`src/rtl/uart_mon_pkg.sv`:
```
// Shared types and helpers for the UART frame monitor: parity mode, FSM states, bit-period math.
package uart_mon_pkg;

  typedef enum logic [1:0] {
    PAR_NONE = 2'd0,
    PAR_EVEN = 2'd1,
    PAR_ODD  = 2'd2
  } parity_t;

  typedef enum logic [2:0] {
    ST_IDLE   = 3'd0,
    ST_START  = 3'd1,
    ST_DATA   = 3'd2,
    ST_PARITY = 3'd3,
    ST_STOP   = 3'd4
  } state_t;

  // Clocks per bit, rounded to nearest.
  function automatic int calc_cpb(input real clk_mhz, input int baud);
    return int'($rtoi(clk_mhz * 1.0e6 / real'(baud) + 0.5));
  endfunction

endpackage

```
`src/rtl/uart_frame_monitor_if.sv`:
```
// Frame output port of the UART monitor: valid/ready handshake plus decoded data and error flags.
interface uart_frame_monitor_if #(
  parameter int DATA_BITS = 8
);
  logic                 out_valid;
  logic                 out_ready;
  logic [DATA_BITS-1:0] out_data;
  logic                 out_parity_err;
  logic                 out_frame_err;
  logic                 out_break;

  modport master (
    output out_valid, out_data, out_parity_err, out_frame_err, out_break,
    input  out_ready
  );

  modport slave (
    input  out_valid, out_data, out_parity_err, out_frame_err, out_break,
    output out_ready
  );
endinterface

```
`src/rtl/uart_mon_bit_timer.sv`:
```
// Loadable down-counter; tick is high while the count sits at zero.
module uart_mon_bit_timer #(
  parameter int WIDTH = 10
) (
  input  logic             clk,
  input  logic             reset_n,
  input  logic             load,
  input  logic [WIDTH-1:0] load_val,
  output logic             tick
);
  logic [WIDTH-1:0] cnt_q;
  logic [WIDTH-1:0] cnt_d;

  // Next count: load wins, otherwise count down and hold at zero.
  always_comb begin
    if (load) begin
      cnt_d = load_val;
    end else if (cnt_q != {WIDTH{1'b0}}) begin
      cnt_d = cnt_q - WIDTH'(1);
    end else begin
      cnt_d = cnt_q;
    end
  end

  // Count register.
  always_ff @(posedge clk or negedge reset_n) begin
    if (!reset_n) begin
      cnt_q <= {WIDTH{1'b0}};
    end else begin
      cnt_q <= cnt_d;
    end
  end

  assign tick = (cnt_q == {WIDTH{1'b0}});
endmodule

```
`src/rtl/uart_frame_monitor.sv`:
```
// UART receive-side frame monitor with glitch rejection, parity/framing/break flags and counters.
// Optional input synchroniser enabled by defining UART_MON_SYNC_EN.
module uart_frame_monitor
  import uart_mon_pkg::*;
#(
  parameter real     CLK_FREQ_MHZ = 100.0,
  parameter int      BAUD_RATE    = 115200,
  parameter int      DATA_BITS    = 8,
  parameter parity_t PARITY       = PAR_NONE,
  parameter int      STOP_BITS    = 1
) (
  input  logic                        clk,
  input  logic                        reset_n,
  input  logic                        uart_rx,
  uart_frame_monitor_if.master        out_if,
  output logic                        overrun,
  input  logic                        clr_overrun,
  output logic [15:0]                 frame_count,
  output logic [15:0]                 error_count
);
  localparam int CPB     = calc_cpb(CLK_FREQ_MHZ, BAUD_RATE);
  localparam int HALF    = CPB >> 1;
  localparam int CW      = (CPB > 1) ? $clog2(CPB) : 1;
  localparam bit HAS_PAR = (PARITY != PAR_NONE);

  function automatic logic par_mismatch(input logic [DATA_BITS-1:0] d, input logic p);
    return (PARITY == PAR_ODD) ? ~(^d ^ p) : (^d ^ p);
  endfunction

  logic rx_s;
`ifdef UART_MON_SYNC_EN
  logic [1:0] sync_q;
  logic [1:0] sync_d;

  // Two-flop synchroniser, idles high.
  always_comb begin
    sync_d = {sync_q[0], uart_rx};
  end

  // Synchroniser registers.
  always_ff @(posedge clk or negedge reset_n) begin
    if (!reset_n) begin
      sync_q <= 2'b11;
    end else begin
      sync_q <= sync_d;
    end
  end
  assign rx_s = sync_q[1];
`else
  assign rx_s = uart_rx;
`endif

  logic          tmr_load_s;
  logic [CW-1:0] tmr_val_s;
  logic          tmr_tick_s;

  uart_mon_bit_timer #(.WIDTH(CW)) u_timer (
    .clk      (clk),
    .reset_n  (reset_n),
    .load     (tmr_load_s),
    .load_val (tmr_val_s),
    .tick     (tmr_tick_s)
  );

  state_t               state_q, state_d;
  logic [3:0]           bit_idx_q, bit_idx_d;
  logic                 stop_idx_q, stop_idx_d;
  logic [DATA_BITS-1:0] shift_q, shift_d;
  logic                 par_bit_q, par_bit_d;
  logic                 par_err_q, par_err_d;
  logic                 frame_err_q, frame_err_d;
  logic                 first_stop_q, first_stop_d;
  logic                 done_q, done_d;
  logic                 rx_prev_q;
  logic                 start_s;

  logic                 out_valid_q, out_valid_d;
  logic [DATA_BITS-1:0] out_data_q, out_data_d;
  logic                 out_perr_q, out_perr_d;
  logic                 out_ferr_q, out_ferr_d;
  logic                 out_brk_q, out_brk_d;
  logic                 overrun_q, overrun_d;
  logic [15:0]          frame_count_q, frame_count_d;
  logic [15:0]          error_count_q, error_count_d;
  logic                 drop_s;

  assign start_s = rx_prev_q & ~rx_s;

  // Receive FSM: every sample point reloads the bit timer with a full bit period.
  always_comb begin
    state_d      = state_q;
    bit_idx_d    = bit_idx_q;
    stop_idx_d   = stop_idx_q;
    shift_d      = shift_q;
    par_bit_d    = par_bit_q;
    par_err_d    = par_err_q;
    frame_err_d  = frame_err_q;
    first_stop_d = first_stop_q;
    done_d       = 1'b0;
    tmr_load_s   = 1'b0;
    tmr_val_s    = CW'(CPB - 1);
    case (state_q)
      ST_IDLE: begin
        if (start_s) begin
          state_d    = ST_START;
          tmr_load_s = 1'b1;
          tmr_val_s  = CW'(HALF - 1);
        end else begin
          state_d = ST_IDLE;
        end
      end
      ST_START: begin
        if (!tmr_tick_s) begin
          state_d = ST_START;
        end else if (rx_s) begin
          state_d = ST_IDLE;
        end else begin
          state_d      = ST_DATA;
          tmr_load_s   = 1'b1;
          bit_idx_d    = 4'd0;
          stop_idx_d   = 1'b0;
          par_bit_d    = 1'b0;
          par_err_d    = 1'b0;
          frame_err_d  = 1'b0;
          first_stop_d = 1'b1;
        end
      end
      ST_DATA: begin
        if (tmr_tick_s) begin
          tmr_load_s = 1'b1;
          shift_d    = {rx_s, shift_q[DATA_BITS-1:1]};
          bit_idx_d  = bit_idx_q + 4'd1;
          if (bit_idx_q == 4'(DATA_BITS - 1)) begin
            state_d = HAS_PAR ? ST_PARITY : ST_STOP;
          end else begin
            state_d = ST_DATA;
          end
        end else begin
          state_d = ST_DATA;
        end
      end
      ST_PARITY: begin
        if (tmr_tick_s) begin
          tmr_load_s = 1'b1;
          par_bit_d  = rx_s;
          par_err_d  = par_mismatch(shift_q, rx_s);
          state_d    = ST_STOP;
        end else begin
          state_d = ST_PARITY;
        end
      end
      ST_STOP: begin
        if (tmr_tick_s) begin
          tmr_load_s = 1'b1;
          if (!rx_s) begin
            frame_err_d = 1'b1;
          end else begin
            frame_err_d = frame_err_q;
          end
          if (stop_idx_q == 1'b0) begin
            first_stop_d = rx_s;
          end else begin
            first_stop_d = first_stop_q;
          end
          // Leave as soon as the last stop bit is sampled so a back-to-back start is seen.
          if (stop_idx_q == 1'(STOP_BITS - 1)) begin
            state_d = ST_IDLE;
            done_d  = 1'b1;
          end else begin
            state_d    = ST_STOP;
            stop_idx_d = 1'b1;
          end
        end else begin
          state_d = ST_STOP;
        end
      end
      default: state_d = ST_IDLE;
    endcase
  end

  // Output register, handshake, overrun and counters.
  always_comb begin
    out_valid_d   = out_valid_q;
    out_data_d    = out_data_q;
    out_perr_d    = out_perr_q;
    out_ferr_d    = out_ferr_q;
    out_brk_d     = out_brk_q;
    frame_count_d = frame_count_q;
    error_count_d = error_count_q;
    drop_s        = 1'b0;
    if (done_q) begin
      frame_count_d = frame_count_q + 16'd1;
      if (par_err_q | frame_err_q) begin
        error_count_d = error_count_q + 16'd1;
      end else begin
        error_count_d = error_count_q;
      end
      if (!out_valid_q || out_if.out_ready) begin
        out_valid_d = 1'b1;
        out_data_d  = shift_q;
        out_perr_d  = par_err_q;
        out_ferr_d  = frame_err_q;
        out_brk_d   = (shift_q == {DATA_BITS{1'b0}}) && (!HAS_PAR || !par_bit_q) && !first_stop_q;
      end else begin
        drop_s = 1'b1;
      end
    end else if (out_valid_q && out_if.out_ready) begin
      out_valid_d = 1'b0;
    end else begin
      out_valid_d = out_valid_q;
    end
    if (drop_s) begin
      overrun_d = 1'b1;
    end else if (clr_overrun) begin
      overrun_d = 1'b0;
    end else begin
      overrun_d = overrun_q;
    end
  end

  // State, datapath and output registers.
  always_ff @(posedge clk or negedge reset_n) begin
    if (!reset_n) begin
      state_q       <= ST_IDLE;
      bit_idx_q     <= 4'd0;
      stop_idx_q    <= 1'b0;
      shift_q       <= {DATA_BITS{1'b0}};
      par_bit_q     <= 1'b0;
      par_err_q     <= 1'b0;
      frame_err_q   <= 1'b0;
      first_stop_q  <= 1'b1;
      done_q        <= 1'b0;
      rx_prev_q     <= 1'b1;
      out_valid_q   <= 1'b0;
      out_data_q    <= {DATA_BITS{1'b0}};
      out_perr_q    <= 1'b0;
      out_ferr_q    <= 1'b0;
      out_brk_q     <= 1'b0;
      overrun_q     <= 1'b0;
      frame_count_q <= 16'd0;
      error_count_q <= 16'd0;
    end else begin
      state_q       <= state_d;
      bit_idx_q     <= bit_idx_d;
      stop_idx_q    <= stop_idx_d;
      shift_q       <= shift_d;
      par_bit_q     <= par_bit_d;
      par_err_q     <= par_err_d;
      frame_err_q   <= frame_err_d;
      first_stop_q  <= first_stop_d;
      done_q        <= done_d;
      rx_prev_q     <= rx_s;
      out_valid_q   <= out_valid_d;
      out_data_q    <= out_data_d;
      out_perr_q    <= out_perr_d;
      out_ferr_q    <= out_ferr_d;
      out_brk_q     <= out_brk_d;
      overrun_q     <= overrun_d;
      frame_count_q <= frame_count_d;
      error_count_q <= error_count_d;
    end
  end

  assign out_if.out_valid      = out_valid_q;
  assign out_if.out_data       = out_data_q;
  assign out_if.out_parity_err = out_perr_q;
  assign out_if.out_frame_err  = out_ferr_q;
  assign out_if.out_break      = out_brk_q;
  assign overrun               = overrun_q;
  assign frame_count           = frame_count_q;
  assign error_count           = error_count_q;
endmodule

```
`src/flat_wrapper.sv`:
```
// flat-port wrapper written by rule: the top's interface ports become plain ports
module uart_frame_monitor_flat import uart_mon_pkg::*;
#(
  parameter real     CLK_FREQ_MHZ = 100.0,
  parameter int      BAUD_RATE    = 115200,
  parameter int      DATA_BITS    = 8,
  parameter parity_t PARITY       = PAR_NONE,
  parameter int      STOP_BITS    = 1
)
  (clk, reset_n, uart_rx, overrun, clr_overrun, frame_count, error_count, out_if_out_valid, out_if_out_data, out_if_out_parity_err, out_if_out_frame_err, out_if_out_break, out_if_out_ready);
  uart_frame_monitor_if #(.DATA_BITS(DATA_BITS)) out_if_i ();
  input  logic clk;
  input  logic reset_n;
  input  logic uart_rx;
  output logic overrun;
  input  logic clr_overrun;
  output logic [15:0] frame_count;
  output logic [15:0] error_count;
  output wire logic [$bits(out_if_i.out_valid)-1:0] out_if_out_valid;
  output wire logic [$bits(out_if_i.out_data)-1:0] out_if_out_data;
  output wire logic [$bits(out_if_i.out_parity_err)-1:0] out_if_out_parity_err;
  output wire logic [$bits(out_if_i.out_frame_err)-1:0] out_if_out_frame_err;
  output wire logic [$bits(out_if_i.out_break)-1:0] out_if_out_break;
  input wire logic [$bits(out_if_i.out_ready)-1:0] out_if_out_ready;
  assign out_if_out_valid = out_if_i.out_valid;
  assign out_if_out_data = out_if_i.out_data;
  assign out_if_out_parity_err = out_if_i.out_parity_err;
  assign out_if_out_frame_err = out_if_i.out_frame_err;
  assign out_if_out_break = out_if_i.out_break;
  assign out_if_i.out_ready = out_if_out_ready;
  uart_frame_monitor #(.CLK_FREQ_MHZ(CLK_FREQ_MHZ), .BAUD_RATE(BAUD_RATE), .DATA_BITS(DATA_BITS), .PARITY(PARITY), .STOP_BITS(STOP_BITS)) u_core (.clk(clk), .reset_n(reset_n), .uart_rx(uart_rx), .out_if(out_if_i), .overrun(overrun), .clr_overrun(clr_overrun), .frame_count(frame_count), .error_count(error_count));
endmodule
```
`config.mk`:
```
export PLATFORM = sky130hd
export DESIGN_NAME = uart_frame_monitor_flat
export DESIGN_NICKNAME = d
export VERILOG_FILES = /design/src/rtl/uart_mon_pkg.sv /design/src/rtl/uart_frame_monitor_if.sv /design/src/rtl/uart_mon_bit_timer.sv /design/src/rtl/uart_frame_monitor.sv /design/src/flat_wrapper.sv
export SDC_FILE = /design/constraint.sdc
export NUM_CORES = 1
export LEC_CHECK = 0
export BUFFER_PORTS_ARGS = -buffer_cell sky130_fd_sc_hd__buf_2
export CAP_MARGIN = 25
export CORE_MARGIN = 2
export CORE_UTILIZATION = 50
export DETAILED_ROUTE_END_ITERATION = 10
export PLACE_DENSITY_LB_ADDON = 0.08
export REMOVE_ABC_BUFFERS = 1
export SETUP_SLACK_MARGIN = 0.2
export SLEW_MARGIN = 10
export SYNTH_ARGS = -nofsm -noshare
export SYNTH_HDL_FRONTEND = slang
export SYNTH_SLANG_ARGS = --single-unit
```
`constraint.sdc`:
```
create_clock -name clk -period 2.4 [get_ports clk]
set_clock_uncertainty 0.2 [all_clocks]
set_input_delay 0.48 -clock clk [delete_from_list [all_inputs] [get_ports clk]]
set_output_delay 0.48 -clock clk [all_outputs]
set_load 0.01 [all_outputs]
```
# After elaboration in Yosys (flattened, before gate mapping)
# Index checks and enable logic that the tools add are counted.
# totals
elab_cells,110
out_inout_bits,45
inputBits,5
register_bits,76
# classes
n_addsub,4
bitwise_logic,4
reduce_logical,26
mux,45
eq_ne,13
# ops
operator,count
$mux 10,4
$add 16x1->16 const B,2
$mux 1,24
$mux 3,6
$pmux 3 s5,1
$mux 4,3
$reduce_and 4->1,3
$reduce_bool 2->1,6
$logic_not 10->1,1
$reduce_and 5->1,2
$reduce_bool 10->1,1
$sub 10x1->10 const B,1
$logic_not 8->1,1
$ne 2x1->1 const B,4
$ne 2x2->1 const B,4
$pmux 1 s2,4
$pmux 4 s2,1
$reduce_and 2->1,4
$reduce_xor 8->1,1
$eq 3x2->1 const B,2
$add 4x1->4 const B,1
$eq 4x3->1 const B,1
$eq 3x1->1 const B,1
$eq 3x3->1 const B,1
11 further kinds,13

# Logic depth before layout (Yosys ltp)
# Gate-level depths: netlist of run 1.
# logic_depth
word_depth,5
ltp_mapped,8
ltp_nobuf,6

# Hierarchy
# Synthesis of run 1 repeated with hierarchy kept, for this count alone.
# unflattened
hier_cells,335
hier_area_um2,3545.9
# by_module_without_submodules
module,cells_per_inst,seq_area_each_um2,area_each_um2,instances
uart_frame_monitor,267,1629.1,2925.3,1
uart_mon_bit_timer,68,250.2,620.6,1

# Worst setup path after synthesis of run 1
# Ideal clock, no wire load.
# synth_path
path_kind,reg-to-reg
start,reg u_core.u_timer.cnt_q[0]
end,reg u_core.state_q[1]
period_less_slack_ps,1977
setup_time_ps,120
required_ps,2080
path_buffers,2
stages_incl_launch_ff,9
setup_slack_ps,423
arrival_time_ps,1656
cell_sequence,dfrtp_1 -> inv_1 -> ha_1 -> nor2b_1 -> clkbuf_1 -> and3_1 -> buf_6 -> o21ai_1 -> a31o_2
# synth_between
elab_chain_len,3
word_cells_on_any_way,6
cone_classes,mux (5); reduce/logical (1)
# synth_rtl
element,line_no,source
from (decl),uart_mon_bit_timer.sv:11,logic [WIDTH-1:0] cnt_q;
from (signal assigned),uart_mon_bit_timer.sv:28,cnt_q <= {WIDTH{1'b0}};
from (signal assigned),uart_mon_bit_timer.sv:30,cnt_q <= cnt_d;
$logic_not 10->1 (*),uart_mon_bit_timer.sv:34,assign tick = (cnt_q == {WIDTH{1'b0}});
"$mux 3, on equally long branches",n/a,
$pmux 3 s5 (*),uart_frame_monitor.sv:102,case (state_q)
via u_core.state_d[1],uart_frame_monitor.sv:65,"state_t state_q, state_d;"
to (signal assigned),uart_frame_monitor.sv:243,state_q <= state_d;
to (decl),uart_frame_monitor.sv:65,
# The timed path passes the listed nets; every way through them passes the cells marked *.
# A chain may end at the register's enable or synchronous reset.

# Worst setup path after layout of run 1
# layout_path
start,reg u_core.u_timer.cnt_q[2]
end,reg u_core.frame_err_q
# layout_between
elab_chain_len,3
word_cells_on_any_way,4
cone_classes,eq/ne (2); reduce/logical (2)
# layout_rtl
element,line_no,source
$logic_not 10->1 (*),uart_mon_bit_timer.sv:34,
$ne 2x1->1 (no line),n/a,
$reduce_and 5->1 (no line) (*),n/a,
to (signal assigned),uart_frame_monitor.sv:249,frame_err_q <= frame_err_d;
to (decl),uart_frame_monitor.sv:71,"logic frame_err_q, frame_err_d;"
# Mark *: on every way between the ends. The rest lies on a longest branch, timed or not.

==> out/results.ini, run 1 <==
[place]
port_buffers = 49
pre_cts_ws_ns = 0.1971
place_congestion = 0.7943
place_hpwl_mm = 4.378

[yosys]
yosysMostFrequentCell = dfrtp_1
ys_seq_area_frac = 0.5504
netlist_area_sq_mm = 0.003415
ys_ff_latch = 75
syn_area_per_cell_sq_um = 10.35
async_flop_share = 1.000
synth_edf_count = 0
yosysTopAreaCell = dfrtp_1
synth.distinct_cells = 47
syn-instance-count = 330
netlist.area_leader.share = 0.5350
yosys_warnings = 0
synth_commonest_cells = dfrtp_1 (73), nand2_1 (43), o21ai_0 (25)
synthFlopType = dfrtp_1
synthTopCellsByArea = dfrtp_1 (53%), xnor2_1 (6.2%), nand2_1 (4.7%), o21ai_0 (3.7%), xor2_1 (3.3%)

[hold_path]
hp-class = in2reg
min_from = clr_overrun
whs_endpoint = u_core.overrun
holdPathStages = 2

[critical_path]
rrSetupSlack_ns = 0.39
end_kind = flop
worstPathArrival_ns = 2.04
critPathKind = reg2reg
cp_max_fo = 9
rr_worst_depth = 4
rr_startpoint = u_core.u_timer.cnt_q[2]
required_ns = 2.43
critPathSlowestCell = nor3_1
rr_endpoint = u_core.frame_err_q
cpPeakStageDelay_ns = 0.45
cp-start-kind = flop
cp_cell_sequence = nor3_1, nand3_2, o41ai_2, o2bb2a_1

[final_layout]
diodes = 0
nNetsFinal = 399
multiInputGateArea_sq_mm = 0.001418
register_area_sq_mm = 0.001879
area_growth_syn_to_layout_pct = 16.89
num-fill-cells = 581
layout-drive-gt1-share = 0.2103

[route]
wl_per_cell_um = 13.74
dr_wl_met2_mm = 2.850
first_iter_violations = 100
wl_met3_um = 254
ant_nets = 0
dr.pass1.iters = 5
met1_length_mm = 3.228
route.detailed.drc = 0
highest_layer = met4
vias_per_cell = 5.370
wl_mm = 6.456
dr_total_vias = 2524

[timing]
drv_slew = 0
fin_hold_ws_ns = 0.1184
min_period_ns = 2.008
worst_pin_slew_ns = 0.5327
fmax_mhz = 498.1
rsz0062_at_grt = false
slew-limit-headroom = 0.6416
min_period_over_period = 0.8365
setup_viol = 0
setup_slack_ns = 0.3925
hold_viol_final = 0

[run_status]
status = finished, final reports clean

[floorplanning]
die_h_um = 86.64
core_sq_mm = 0.006719
start_util = 0.5082
die_area_sq_mm = 0.007506
pin_count = 50
chipWidth_um = 86.64
rows = 30

[clocking]
cts_buffers = 9
cts_tree = yes
clock-root-buffer = clkbuf_8
post_cts_buffers = 0
cts_sinks = 75
cts.htree.levels = 3
insertion_delay_ns = 0.35
path_clk_slew_ns = 0.08
clockBufferDepth = 2

[power]
power-per-cell-area_mw_per_mm2 = 588.8
irDropWorstVdd_mv = 0.3288
p_leak_nw = 1.960

[global_routing]
grt_pass1_wl_mm = 10.67
overflow = 0
grt_pass1_vias = 2283
grt_util_all_layers = 0.1830
grt_start_max_net_pins = 76
antenna_found_initial = 0

[run]
drv_cap = 0

[power breakdown]
group / switching, mW / internal, mW / leakage, nW / total, mW
Combinational: 0.0345 / 0.0139 / 0.878 / 0.0483
Clock: 0.455 / 0.578 / 0.106 / 1.03
Sequential: 0.00205 / 1.27 / 0.975 / 1.27
Total: 0.492 / 1.86 / 1.96 / 2.35
[per-layer routing]
metal | global-route usage | vias up
li1 | - | 1250
met1 | 0.2581 | 1209
met2 | 0.2671 | 57
met3 | 0.03905 | 8
met4 | 0.09233 | 0
met5 | 0 | -
[per-stage QoR]
stage / TNS, ns / utilization / std cells / instance area, sq um / power [mW]
after floorplan: -0.2574 / - / 318 / 3353 / 1.304
after global placement: 0 / 0.5601 / 454 / 3764 / 1.342
after detailed placement: 0 / 0.5601 / 454 / 3764 / 1.342
after CTS: 0 / 0.5926 / 470 / 3981 / 2.380
after global routing: 0 / 0.5940 / 470 / 3991 / 2.436
final: 0 / 0.5940 / 470 / 3991 / 2.350
[cells by family (layout without fill, tap and decap cells)]
family                     after synthesis  count (layout)  share of synthesized area
and+or+nand+nor                        125             125                     0.1829
DFF                                     75              75                     0.5504
AOI/OAI and AO/OA                       50              50                    0.08868
xor gates and xnor gates                37              37                    0.09491
buffers and inverters                   30              90                    0.03774
adders and majority gates                8               8                    0.02932
muxes                                    5               5                    0.01612
[final cells by class]
type,count,area share
flip-flops and latches,75,0.4708
multi-input cells,225,0.3552
repair buffers,57,0.08025
clock buffers,10,0.03197
well taps,80,0.02508
clock inverters,5,0.01975
inverters,18,0.01693
[how the worst max path moves through the flow]
stage	slack [ns]	to	from
after floorplan	-0.18	u_core.bit_idx_q[3]	u_core.u_timer.cnt_q[2]
after detailed placement	0.20	u_core.state_q[1]	u_core.u_timer.cnt_q[0]
final	0.39	u_core.frame_err_q	u_core.u_timer.cnt_q[2]
after global routing	0.22	u_core.frame_err_q	u_core.u_timer.cnt_q[0]
after global placement	0.30	u_core.state_q[1]	u_core.u_timer.cnt_q[0]
after CTS	0.27	u_core.frame_err_q	u_core.u_timer.cnt_q[0]
[repair_timing]
action	CTS	global route
hold buffers	1	0
hold endpoints to repair	73	0
pin swaps	0	0
endpoints found under the setup margin	1	4
resized for setup	1	2
[flip-flops by register name (all words and copies together), names as in the netlist]
signal,cells
u_core.error_count,16
u_core.frame_count,16
u_core.u_timer.cnt_q,10
u_core.out_if.out_data,8
u_core.shift_q,8
u_core.bit_idx_q,4
u_core.state_q,3
u_core.done_q,1
u_core.first_stop_q,1
u_core.frame_err_q,1
u_core.out_if.out_break,1
u_core.out_if.out_frame_err,1
u_core.out_if.out_parity_err,1
u_core.out_if.out_valid,1
u_core.overrun,1
u_core.par_err_q,1
u_core.rx_prev_q,1
[critical path: cells and delay by family (launching register included)]
family          cells  cell delay [ns]
simple gates        2             0.76
compound gates      2             0.50
flops               1             0.42
[cells in the final DEF (no fill, tap or decap), drive strengths merged, types with 4 or more instances in the layout]
cell / Yosys / final
clkbuf: 6 / 10
and3: 5 / 5
nand3: 19 / 19
buf: 6 / 56
nor3: 6 / 6
o21ai: 26 / 26
xnor2: 24 / 24
a21oi: 8 / 8
ha: 8 / 8
xor2: 13 / 13
inv: 18 / 18
nor4: 4 / 4
or3: 4 / 4
mux2: 4 / 4
dfrtp: 73 / 73
nand4: 10 / 10
nor2: 21 / 21
nand2: 43 / 43
Power figures use the tool's default switching activity.
==> run 2, diff against run 1 <==
Settings changed: ABC_AREA from default to 1.
Clock period 2.4 ns to 2 ns, I/O delays scaled along.
==> run 2 against run 1 <==
  * Power up 9.1%
  * Sequential share of layout area shrank 4.2 points
  * Global-route usage rose by 0.18 points
  * Worst hold slack lost 0.066 ns
  * Clock-buffer cell count grew 3
  * Synthesized cell count increased by 21%
  * First-iteration DRC count is 13% lower
  * Clock power is essentially flat
  * Setup slack got worse by 0.21 ns
  * Die area grew 4.7%
==> out/results.ini, run 2 <==
[route]
vias_per_cell = 4.834  ; -10%
dr_total_vias = 2770  ; +9.7%
wl_mm = 7.023  ; +8.8%
dr.pass1.iters = 4  ; -1
route.detailed.drc = 0  ; unchanged
wl_per_cell_um = 12.26  ; -11%
first_iter_violations = 87  ; -13%
ant_nets = 0  ; unchanged

[clocking]
clockBufferDepth = 2  ; unchanged
cts_sinks = 75  ; unchanged
cts_tree = yes
clock-root-buffer = clkbuf_8
insertion_delay_ns = 0.34  ; about the same
cts_buffers = 9  ; unchanged
path_clk_slew_ns = 0.07  ; about the same
cts.htree.levels = 3  ; unchanged

[critical_path]
cpPeakStageDelay_ns = 0.39  ; -0.06 ns
cp_common_cell = buf_6
required_ns = 2.03  ; -0.40 ns
critPathKind = reg2reg
worstPathArrival_ns = 1.85  ; -0.19 ns
cp_max_fo = 6  ; -3
cp_cell_sequence = inv_2, ha_4, nand2_4, nor2_4, nand4_1, buf_6, buf_6, nand2_1, a21oi_1
cp-start-kind = flop
critPathSlowestCell = dfrtp_1
end_kind = flop
rrSetupSlack_ns = 0.18  ; -0.21 ns

[yosys]
yosysTopAreaCell = dfrtp_1
syn-instance-count = 398  ; +21%
ys_ff_latch = 75  ; unchanged
synthFlopType = dfrtp_1
yosys_warnings = 0  ; unchanged
syn_area_per_cell_sq_um = 9.000  ; -13%
synth_edf_count = 0  ; unchanged
yosysMostFrequentCell = nand2_1
async_flop_share = 1.000  ; unchanged
netlist.area_leader.share = 0.5100  ; -0.02504
synth_commonest_cells = nand2_1 (96), dfrtp_1 (73), inv_1 (56)
ys_seq_area_frac = 0.5246  ; -0.02576
synth.distinct_cells = 35  ; -26%
netlist_area_sq_mm = 0.003582  ; +4.9%
synthTopCellsByArea = dfrtp_1 (51%), nand2_1 (10%), inv_1 (5.9%), xor2_1 (5.9%), o21ai_0 (3.5%)

[timing]
drv_slew = 0  ; unchanged
fin_setup_tns_ns = 0  ; unchanged
min_period_over_period = 0.9085  ; +0.07202
hold_viol_final = 0  ; unchanged
fmax_mhz = 550.4  ; +10%
fin_hold_ws_ns = 0.05252  ; -0.06587 ns
slew-limit-headroom = 0.7306  ; +0.08903
setup_slack_ns = 0.1830  ; -0.2095 ns
min_period_ns = 1.817  ; -0.1905 ns
rsz0062_at_grt = true
setup_viol = 0  ; unchanged
worst_pin_slew_ns = 0.4040  ; -0.1286 ns

[floorplanning]
core_sq_mm = 0.006869  ; +2.2%
die_area_sq_mm = 0.007857  ; +4.7%
die_h_um = 88.64  ; +2.3%
rows = 30  ; unchanged
start_util = 0.5215  ; +0.01330
chipWidth_um = 88.64  ; +2.3%
pin_count = 50  ; unchanged

[final_layout]
register_area_sq_mm = 0.001881  ; about the same
multiInputGateArea_sq_mm = 0.001560  ; +10%
nNetsFinal = 486  ; +22%
final_cell_mix = nand2_1 (86), dfrtp_1 (72), inv_1 (51), buf_2 (49)
num-fill-cells = 596  ; +2.6%
final_common_cell = nand2_1
fin_util = 0.6377  ; +0.04366
final_cells = 573  ; +22%
layout-drive-gt1-share = 0.2725  ; +0.06228
area_growth_syn_to_layout_pct = 22.28
stdcell_area_sq_mm = 0.004380  ; +9.7%
diodes = 0  ; unchanged

[power]
internal-power_mw = 2.005  ; +7.9%
switching_power_mw = 0.5580  ; +13%
power-per-cell-area_mw_per_mm2 = 585.1  ; -0.63%
p_leak_nw = 2.332  ; +19%
p_comb_frac = 0.016  ; -0.005
switching_share = 0.2177  ; +0.008452
power_frac_seq = 0.592  ; +0.052
finalPower_mw = 2.563  ; +9.1%
pwr-share-clk = 0.391  ; -0.049
irDropWorstVdd_mv = 0.2879  ; -12%

[run_status]
status = finished, final reports clean

[place]
postPlaceCellArea_sq_mm = 0.003950  ; +5.0%
pre_cts_ws_ns = 0.04605  ; -0.1511 ns
place_hpwl_mm = 4.689  ; +7.1%
place_congestion = 0.9228  ; +16%
port_buffers = 49  ; unchanged
dp_cells = 541  ; +19%

[global_routing]
overflow = 0  ; unchanged
antenna_found_initial = 0  ; unchanged
grt_pass1_wl_mm = 11.24  ; +5.4%
grt_pass1_vias = 2534  ; +11%
grt_util_all_layers = 0.1847  ; +0.001770
grt_start_max_net_pins = 76  ; unchanged

[run]
drv_cap = 0  ; unchanged

[hold_path]
hp-class = in2reg

==> run 2: cell count changes after synthesis, sizes merged, moves of 11 or more <==
cell and change:
nand2 +58, inv +40, nor2 +15, xnor2 -11, xor2 +11
==> run 2: logic make-up after synthesis <==
group                      Yosys count  synth area share
and+or+nand+nor                    177            0.2242
DFF                                 75            0.5246
AOI/OAI and AO/OA                   37           0.06008
adders and majority gates            8           0.02794
xor gates and xnor gates            37           0.09046
buffers and inverters               64           0.07265
==> run 2: layer usage <==
layer / wire length (um) / track usage / vias up
li1: - / - / 1404
met1: 3290 / 0.2485 / 1295
met2: 3324 / 0.2843 / 57
met3: 271 / 0.03545 / 14
met4: 136 / 0.09642 / 0
met5: 0 / 0 / -
==> run 2: power by group through the flow <==
stage	logic (mW)	clock network [mW]	registers, mW
2_1_floorplan	0.00202	0	1.55
3_3_place_gp	0.0423	0	1.55
3_5_place_dp	0.0423	0	1.55
4_1_cts	0.0455	1.04	1.52
5_1_grt	0.0511	1.10	1.52
6_report	0.0422	1.00	1.52
==> run 2: worst paths after layout <==
path / to / cells after the start / startpoint
worst max-delay path: u_core.bit_idx_q[2] / 9 / u_core.u_timer.cnt_q[0]
worst min-delay path: u_core.overrun / 2 / clr_overrun
worst max register to register: u_core.bit_idx_q[2] / 9 / u_core.u_timer.cnt_q[0]
worst min register to register: u_core.out_if.out_data[0] / 2 / u_core.out_if.out_data[0]
max in group asynchronous: u_core.first_stop_q / 3 / reset_n
min in group asynchronous: u_core.frame_count[12] / 3 / reset_n
==> run 2: final cells by class <==
class	count	area share
clock buffers	13	0.03399
flip-flops and latches	75	0.4293
repair buffers	70	0.09940
multi-input cells	259	0.3562
clock inverters	2	0.002856
well taps	96	0.02742
inverters	58	0.05084
==> run 2: critical path: cells and delay by family (launching register included) <==
| kind | cells | cell delay, ns |
|---|---|---|
| buffers and inverters | 3 | 0.42 |
| adders and majority gates | 1 | 0.15 |
| and+or+nand+nor | 4 | 0.50 |
| DFF | 1 | 0.39 |
| AOI/OAI and AO/OA | 1 | 0.04 |
==> run 2: what timing repair did <==
action / CTS / global route
gates resized for setup: 7 / 41
setup endpoints to repair: 25 / 30
hold buffers: 2 / 0
pin swaps: 3 / 8
cloned: 0 / 1
hold endpoints to repair: 74 / 0
buffers inserted: 5 / 9
